==> src/rtl/synapse_pkg.sv <==
// Shared types and width helpers for the synapse MAC slice.
package synapse_pkg;

  typedef enum logic [1:0] {
    IDLE  = 2'd0,
    ACCUM = 2'd1,
    DONE  = 2'd2
  } state_t;

  localparam int DEF_DATA_W   = 8;
  localparam int DEF_WEIGHT_W = 8;
  localparam int DEF_N_CH     = 4;
  localparam int DEF_OUT_W    = 8;

  // Wide enough that a full vector of maximum products can never wrap.
  function automatic int acc_width(input int data_w, input int weight_w, input int n_ch);
    return data_w + weight_w + $clog2(n_ch);
  endfunction

endpackage

==> src/rtl/synapse_weight_rf.sv <==
// Per-channel weight register file: synchronous write, combinational indexed read.
module synapse_weight_rf
  import synapse_pkg::*;
#(
  parameter int N_CH     = DEF_N_CH,
  parameter int WEIGHT_W = DEF_WEIGHT_W
) (
  input  logic                    clk_i,
  input  logic                    rst_i,
  input  logic                    we,
  input  logic [$clog2(N_CH)-1:0] waddr,
  input  logic [WEIGHT_W-1:0]     wdata,
  input  logic [$clog2(N_CH)-1:0] raddr,
  output logic [WEIGHT_W-1:0]     rdata
);

  logic [WEIGHT_W-1:0] w_q [N_CH];

  always_ff @(posedge clk_i) begin
    if (rst_i) begin
      for (int i = 0; i < N_CH; i++) begin
        w_q[i] <= '0;
      end
    end else if (we) begin
      w_q[waddr] <= wdata;
    end
  end

  // A read in the write cycle sees the previous weight.
  assign rdata = w_q[raddr];

endmodule

==> src/rtl/synapse_mac.sv <==
// Multi-channel synapse: sequential unsigned MAC over an N_CH input vector.
// SYNAPSE_MAC_SAT_EN selects clamping of the sum instead of legacy truncation.
module synapse_mac
  import synapse_pkg::*;
#(
  parameter int DATA_W   = DEF_DATA_W,
  parameter int WEIGHT_W = DEF_WEIGHT_W,
  parameter int N_CH     = DEF_N_CH,
  parameter int OUT_W    = DEF_OUT_W
) (
  input  logic                     clk_i,
  input  logic                     rst_i,
  input  logic                     w_we_i,
  input  logic [$clog2(N_CH)-1:0]  w_addr_i,
  input  logic [WEIGHT_W-1:0]      w_data_i,
  input  logic                     in_valid_i,
  output logic                     in_ready_o,
  input  logic [N_CH*DATA_W-1:0]   in_data_i,
  output logic                     out_valid_o,
  input  logic                     out_ready_i,
  output logic [OUT_W-1:0]         out_data_o,
  output logic                     out_sat_o
);

  localparam int IDX_W  = $clog2(N_CH);
  localparam int PROD_W = DATA_W + WEIGHT_W;
  localparam int ACC_W  = acc_width(DATA_W, WEIGHT_W, N_CH);

  state_t                   state_q, state_d;
  logic [N_CH*DATA_W-1:0]   sample_q;
  logic [IDX_W-1:0]         idx_q;
  logic [ACC_W-1:0]         acc_q;
  logic [ACC_W-1:0]         acc_nxt;
  logic [DATA_W-1:0]        sample_sel;
  logic [WEIGHT_W-1:0]      weight_sel;
  logic [PROD_W-1:0]        prod;
  logic                     last_ch;
  logic [OUT_W-1:0]         out_data_q;
  logic                     out_sat_q;

  function automatic logic over_range(input logic [ACC_W-1:0] a);
    return (a >> OUT_W) != '0;
  endfunction

  function automatic logic [OUT_W-1:0] reduce_out(input logic [ACC_W-1:0] a);
`ifdef SYNAPSE_MAC_SAT_EN
    if (over_range(a)) begin
      return {OUT_W{1'b1}};
    end
    return OUT_W'(a);
`else
    return OUT_W'(a);
`endif
  endfunction

  synapse_weight_rf #(
    .N_CH     (N_CH),
    .WEIGHT_W (WEIGHT_W)
  ) u_weight_rf (
    .clk_i (clk_i),
    .rst_i (rst_i),
    .we    (w_we_i),
    .waddr (w_addr_i),
    .wdata (w_data_i),
    .raddr (idx_q),
    .rdata (weight_sel)
  );

  assign last_ch    = (idx_q == IDX_W'(N_CH - 1));
  assign sample_sel = sample_q[idx_q*DATA_W +: DATA_W];
  assign prod       = PROD_W'(sample_sel) * PROD_W'(weight_sel);
  assign acc_nxt    = acc_q + ACC_W'(prod);

  always_ff @(posedge clk_i) begin
    if (rst_i) begin
      state_q <= IDLE;
    end else begin
      state_q <= state_d;
    end
  end

  always_comb begin
    state_d = state_q;
    case (state_q)
      IDLE:    if (in_valid_i)  state_d = ACCUM;
      ACCUM:   if (last_ch)     state_d = DONE;
      DONE:    if (out_ready_i) state_d = IDLE;
      default:                  state_d = IDLE;
    endcase
  end

  always_comb begin
    in_ready_o  = (state_q == IDLE);
    out_valid_o = (state_q == DONE);
  end

  // Capture at the handshake, accumulate one channel per cycle, latch the result on the last channel.
  always_ff @(posedge clk_i) begin
    if (rst_i) begin
      sample_q   <= '0;
      idx_q      <= '0;
      acc_q      <= '0;
      out_data_q <= '0;
      out_sat_q  <= 1'b0;
    end else begin
      case (state_q)
        IDLE: begin
          if (in_valid_i) begin
            sample_q <= in_data_i;
            idx_q    <= '0;
            acc_q    <= '0;
          end
        end
        ACCUM: begin
          acc_q <= acc_nxt;
          idx_q <= idx_q + IDX_W'(1);
          if (last_ch) begin
            out_data_q <= reduce_out(acc_nxt);
            out_sat_q  <= over_range(acc_nxt);
          end
        end
        default: ;
      endcase
    end
  end

  assign out_data_o = out_data_q;
  assign out_sat_o  = out_sat_q;

endmodule

==> config.mk <==
export PLATFORM = sky130hd
export DESIGN_NAME = synapse_mac
export DESIGN_NICKNAME = d
export VERILOG_FILES = /design/src/rtl/synapse_pkg.sv /design/src/rtl/synapse_weight_rf.sv /design/src/rtl/synapse_mac.sv
export SDC_FILE = /design/constraint.sdc
export NUM_CORES = 1
export LEC_CHECK = 0
export ABC_AREA = 1
export CORE_UTILIZATION = 60
export CTS_CLUSTER_SIZE = 10
export DETAILED_ROUTE_END_ITERATION = 6
export GPL_TIMING_DRIVEN = 0
export PLACE_DENSITY = 0.87
export SYNTH_ARGS = -nofsm -noshare
export SYNTH_HDL_FRONTEND = slang
export SYNTH_SLANG_ARGS = --single-unit
==> constraint.sdc <==
create_clock -name clk_i -period 12.4 [get_ports clk_i]
set_input_delay 2.48 -clock clk_i [delete_from_list [all_inputs] [get_ports clk_i]]
set_output_delay 2.48 -clock clk_i [all_outputs]
set_load 0.05 [all_outputs]
== Word-level counts from Yosys, hierarchy flattened ==
Memories as Yosys holds them, arrays and structs flattened. A register that Yosys moved wholly into a read port is not among the register bits.
Cells that the tools add are included.

* Memories: 1
* Register bits: 63
* Bits of input ports: 47
* Memory bits (writable): 32

* Muxes and demuxes: 18
* Reductions and logical operators: 8
* Equality and inequality tests: 6
* $add $sub $neg: 2
* Multipliers: 1
* Shifts and indexed selects: 1

{| class="wikitable"
|+ Memories
! memory !! depth !! bits a word !! rd ports !! clocked after memory_dff !! write ports !! RTL line !! RTL
|-
| u_weight_rf.w_q || 4 || 8 || 1 || 1 || 4 || synapse_weight_rf.sv:17 || <nowiki>logic [WEIGHT_W-1:0] w_q [N_CH];</nowiki>
|}

{| class="wikitable"
|+ Operator list
! kind !! count
|-
| $pmux W18 S2 || 1
|-
| $shiftx A32 B6 Y8 || 1
|-
| $add A18 B16 Y18 || 1
|-
| $mux W18 || 1
|-
| $reduce_bool A18 Y1 || 1
|-
| $mul A8 B8 Y16 || 1
|-
| $mux W2 || 7
|-
| $mux W8 || 1
|-
| $reduce_or A8 Y1 || 1
|-
| $mux W1 || 6
|-
| $pmux W2 S3 || 1
|-
| $reduce_and A2 Y1 || 3
|-
| $eq A2 B2 Y1 const B || 2
|-
| $ne A2 B2 Y1 const B || 2
|-
| $pmux W2 S2 || 1
|-
| $reduce_and A3 Y1 || 1
|-
| $add A2 B1 Y2 const B || 1
|-
| $eq A2 B1 Y1 const B || 1
|-
| $logic_not A2 Y1 || 1
|-
| $ne A2 B1 Y1 const B || 1
|-
| $reduce_bool A2 Y1 || 1
|}

== Logic depth before layout (Yosys ltp) ==
* Word-level depth: 5
* Depth in mapped cells: 29
* Depth with buffers taken out: 27

== Modules after synthesis ==
From an unflattened synthesis, not the netlist that was laid out.

* Cells, all modules: 941
* Area total of the unflattened synthesis: 6915.4 um2

{| class="wikitable"
|+ By module, submodules not included
! module !! instances !! area an instance (um2) !! cells each !! seq. area each (um2)
|-
| synapse_mac || 1 || 5296.3 || 760 || 1261.2
|-
| synapse_weight_rf || 1 || 1619.1 || 181 || 960.9
|}

== Least setup slack after synthesis ==
No wires, ideal clock.

* Path kind: register -> register
* From: reg idx_q[0]
* To: reg out_sat_q, in the netlist out_sat_o
* Path slack: 7.851 ns
* Required time: 12.291 ns
* Data arrival time: 4.440 ns
* Cell stages (with the launch flop): 26
* Cells stage by stage: dfxtp_1 -> buf_6 -> buf_4 -> nand2_1 -> a32oi_1 -> inv_2 -> nor2_1 -> fa_1 -> fa_1 -> fa_1 -> inv_1 -> fa_1 -> inv_1 -> ha_1 -> nand2_1 -> inv_1 -> nand2_1 -> nand2_1 -> a21oi_1 -> nand2_1 -> nand2_1 -> nand2_1 -> nor2_1 -> nand3_1 -> nand2_1 -> inv_1

* Longest elaborated chain between the ends: 4
* Elaborated cells between the ends (all ways): 6
* Those cells by class: add/sub (1); mul (1); eq/ne (1); shift (1); reduce/logical (2)

{| class="wikitable"
|+ Ends and longest elaborated chain
! what !! RTL line !! RTL
|-
| start: declaration || synapse_mac.sv:31 || <nowiki>logic [IDX_W-1:0] idx_q;</nowiki>
|-
| start signal: assignment || synapse_mac.sv:116 || <nowiki>idx_q <= idx_q + IDX_W'(1);</nowiki>
|-
| $shiftx A32 B6 Y8 || synapse_mac.sv:70 || <nowiki>assign sample_sel = sample_q[idx_q*DATA_W +: DATA_W];</nowiki>
|-
| $mul A8 B8 Y16 || synapse_mac.sv:71 || <nowiki>assign prod = PROD_W'(sample_sel) * PROD_W'(weight_sel);</nowiki>
|-
| $add A18 B16 Y18 || synapse_mac.sv:72 || <nowiki>assign acc_nxt = acc_q + ACC_W'(prod);</nowiki>
|-
| $reduce_bool A18 Y1 || synapse_mac.sv:42 || <nowiki>return (a >> OUT_W) != '0;</nowiki>
|-
| end signal: assignment || synapse_mac.sv:119 || <nowiki>out_sat_q <= over_range(acc_nxt);</nowiki>
|-
| end: declaration || synapse_mac.sv:39 || <nowiki>logic out_sat_q;</nowiki>
|}

Several ways; a longest one is shown, not always the timed one.
A chain may end at the register's enable or synchronous reset.

== Final worst setup path ==
Ends and elaborated chain as after synthesis.

==> impl_results.md <==
- Gr usage total: 29.7%
- Initial antenna violation count: 0
- Register clock-pin slew on the reported worst setup and hold paths: 0.08 ns
- CP top delay family: adder cells
- Post_cts resized: 0
- Mapped Nets: 1024
- Syn Area/Cell: 7.73 sq um
- Kind of critical path: reg -> reg
- EDFF count, synth: 32
- WL final: 15800 um
- FMAX: 183 MHz
- Drt initial violations: 436
- Yosys cell types: 35
- Largest net degree at the start of global routing: 19
- Post-synthesis compound-gate area fraction: 9.83%
- Adder-Cell Fraction of Synth Area: 22.1%
- Most frequent CP cell: nand2_1
- Area grow syn2layout: 15.2%
- H-Tree Depth: 3
- CP max FO: 9
- HP Class: reg -> reg
- Number of diodes: 0
- Routed Antenna Nets: 0
- Vias in the first global route: 5788
- Clk_skew: 0.0117 ns
- Register area share after synthesis: 33.0%
- Number of max-cap violations: 0
- Global-route wire length before repair: 26600 um
- Total iterations of the first detailed-routing run: 7
- Startpoint Class: register
- Most frequent cells in the layout: nand2_1 (212), inv_1 (155), nor2_1 (140)
- Critical-path top delay cell: a32oi_1
- Vias per inst: 5.34
- Die area: 11800 sq um
- Slew margin rel.: 17.7%
- RSZ-0062 raised after global routing: no
- Worst path required time: 12.67 ns
- Hpwl dp: 12700 um
- Largest family of logic cells by synthesized area: simple AND/OR/NAND/NOR gates
- DIE WIDTH: 109 um
- Synth Cell Area: 6850 sq um
- Post-Route Setup TNS: 0 ns
- Total grt overflow: 0
- Worst setup EP type: register
- Crit path buffers/inverters: 8
- CTS tree: built
- Final setup fails: 0
- Critical Path Max Stage Delay: 0.69 ns
- Root Buffer: clkbuf_16
- I/O Buffers: 57
- Synthesis Warnings: 0
- Synth Area in Simple Gates: 23.1%
- Final Hold Violating Endpoints: 0
- Least-Margin Pin Slew: 1.22 ns
- Post-synthesis mux area share: 0%
- Fin nets: 1092
- Post-layout min period: 5.46 ns
- FP Rows: 38
- Worst IR Drop VDD: 0.169 mV
- Clk buf depth: 2
- Synthesized instance count: 886
- Sink Count: 97
- Tcrit/Tclk final: 44.0%
- Final Max Slew Viols: 0
- Die Ht: 109 um
- Cell area after layout: 7890 sq um
- Total power: 1.28 mW
- Drt drc: 0
- Static leakage: 3.74 nW
- Async SR Flop Fraction: 0%
- Io pins: 58
- TritonCTS Buffers: 9
- Post-Synth XOR/XNOR Area: 0.640%
- Arrival @ worst endpoint: 5.73 ns
- Post-CTS Setup Bufs: 0
- Most common cell after layout, fill and taps aside: nand2_1
- Core area: 11000 sq um
- Routability cong.: 0.926
- Initial core utilization: 62.3%
- PD cells: 162 nW/um^2
- Number of synthesized register bits: 97
- DP Area: 7590 sq um
- Per-cell routed wire length: 14.4 um
- Share of layout cells above drive strength 1: 5.53%
- Top_reg_cell synth: dfxtp_1
- Outcome: finished clean
- Worst skew pair latency: 0.36 ns
- Hold-fix buffers, CTS: 0
- Via count: 5864
[metrics by stage]
step / util [%] / worst slack, ns / cells / hold slack, ns
finish: 71.8 / 6.94 / 1099 / 0.460
global route: 71.8 / 6.65 / 1099 / 0.475
CTS: 71.8 / 7.04 / 1099 / 0.462
detailed placement: 69.1 / 7.13 / 1083 / 0.453
global placement: 69.1 / 7.25 / 1083 / 0.448
floorplan: - / 7.85 / 886 / 0.440
[power by group]
group          switching (mW)  internal, mW
Sequential             0.0181         0.358
Combinational           0.393         0.227
Clock                   0.137         0.141
Total                   0.549         0.727
[sequential cells by signal, indices dropped and copies added (netlist names), named ones only]
| signal | flops |
|---|---|
| sample_q | 32 |
| u_weight_rf.w_q | 32 |
| acc_q | 18 |
| out_data_o | 8 |
| idx_q | 2 |
| state_q | 2 |
| out_sat_o | 1 |
[cells by family after synthesis]
logic type	count (synthesis)
buf+inv	191
flops	97
simple gates	397
compound gates	105
xor+xnor	5
fa+ha+maj	91
[cells in the mapped netlist, types with 4 or more instances]
library cell	count	area share, %
buf_2	8	0.58
nand2_1	212	12
o21ai_0	34	2.5
ha_1	41	7.5
a21oi_1	49	3.6
dfxtp_1	65	19
inv_1	154	8.4
nor2_1	140	7.7
nand3b_1	4	0.44
edfxtp_1	32	14
a32oi_1	6	0.77
a32oi_2	10	2.4
nor3_1	8	0.58
buf_4	5	0.55
clkbuf_1	11	0.60
nand3_1	21	1.5
inv_2	5	0.27
nand4_1	4	0.37
fa_1	50	15
[worst register-to-register path, delay by kind of cell, from the launching register on]
family / cells / cell delay (ns)
and+or+nand+nor: 10 / 1.07
DFF: 1 / 0.33
xor gates and xnor gates: 1 / 0.26
buffers and inverters: 8 / 0.61
AOI/OAI and AO/OA: 1 / 0.69
adders and majority gates: 5 / 2.43
[routing by layer]
metal  track usage (%)  up-vias  share of wire, %
li1                  -     2881                 -
met1              35.8     2731                43
met2              51.9      216                49
met3              5.68       36               5.6
met4              12.1        0               2.7
met5                 0        -                 0
[layout make-up]
class,instances,area (sq um)
Clock buffer,9,225
Sequential cell,97,2260
Inverter,164,619
Tap cell,140,175
Clock inverter,7,67.6
Multi-Input combinational cell,598,3810
Timing Repair Buffer,57,571
Fill cell,868,3100
Buffer,27,153
[path summary, 6_finish.rpt]
kind	start	end	slack, ns	depth (start not counted)
worst min register to register	out_data_o[5]	out_data_o[5]	0.46	2
worst max-delay path	idx_q[0]	out_sat_o	6.94	25
worst min-delay path	out_data_o[5]	out_data_o[5]	0.46	2
worst max register to register	idx_q[0]	out_sat_o	6.94	25
Power figures use the tool's default switching activity.
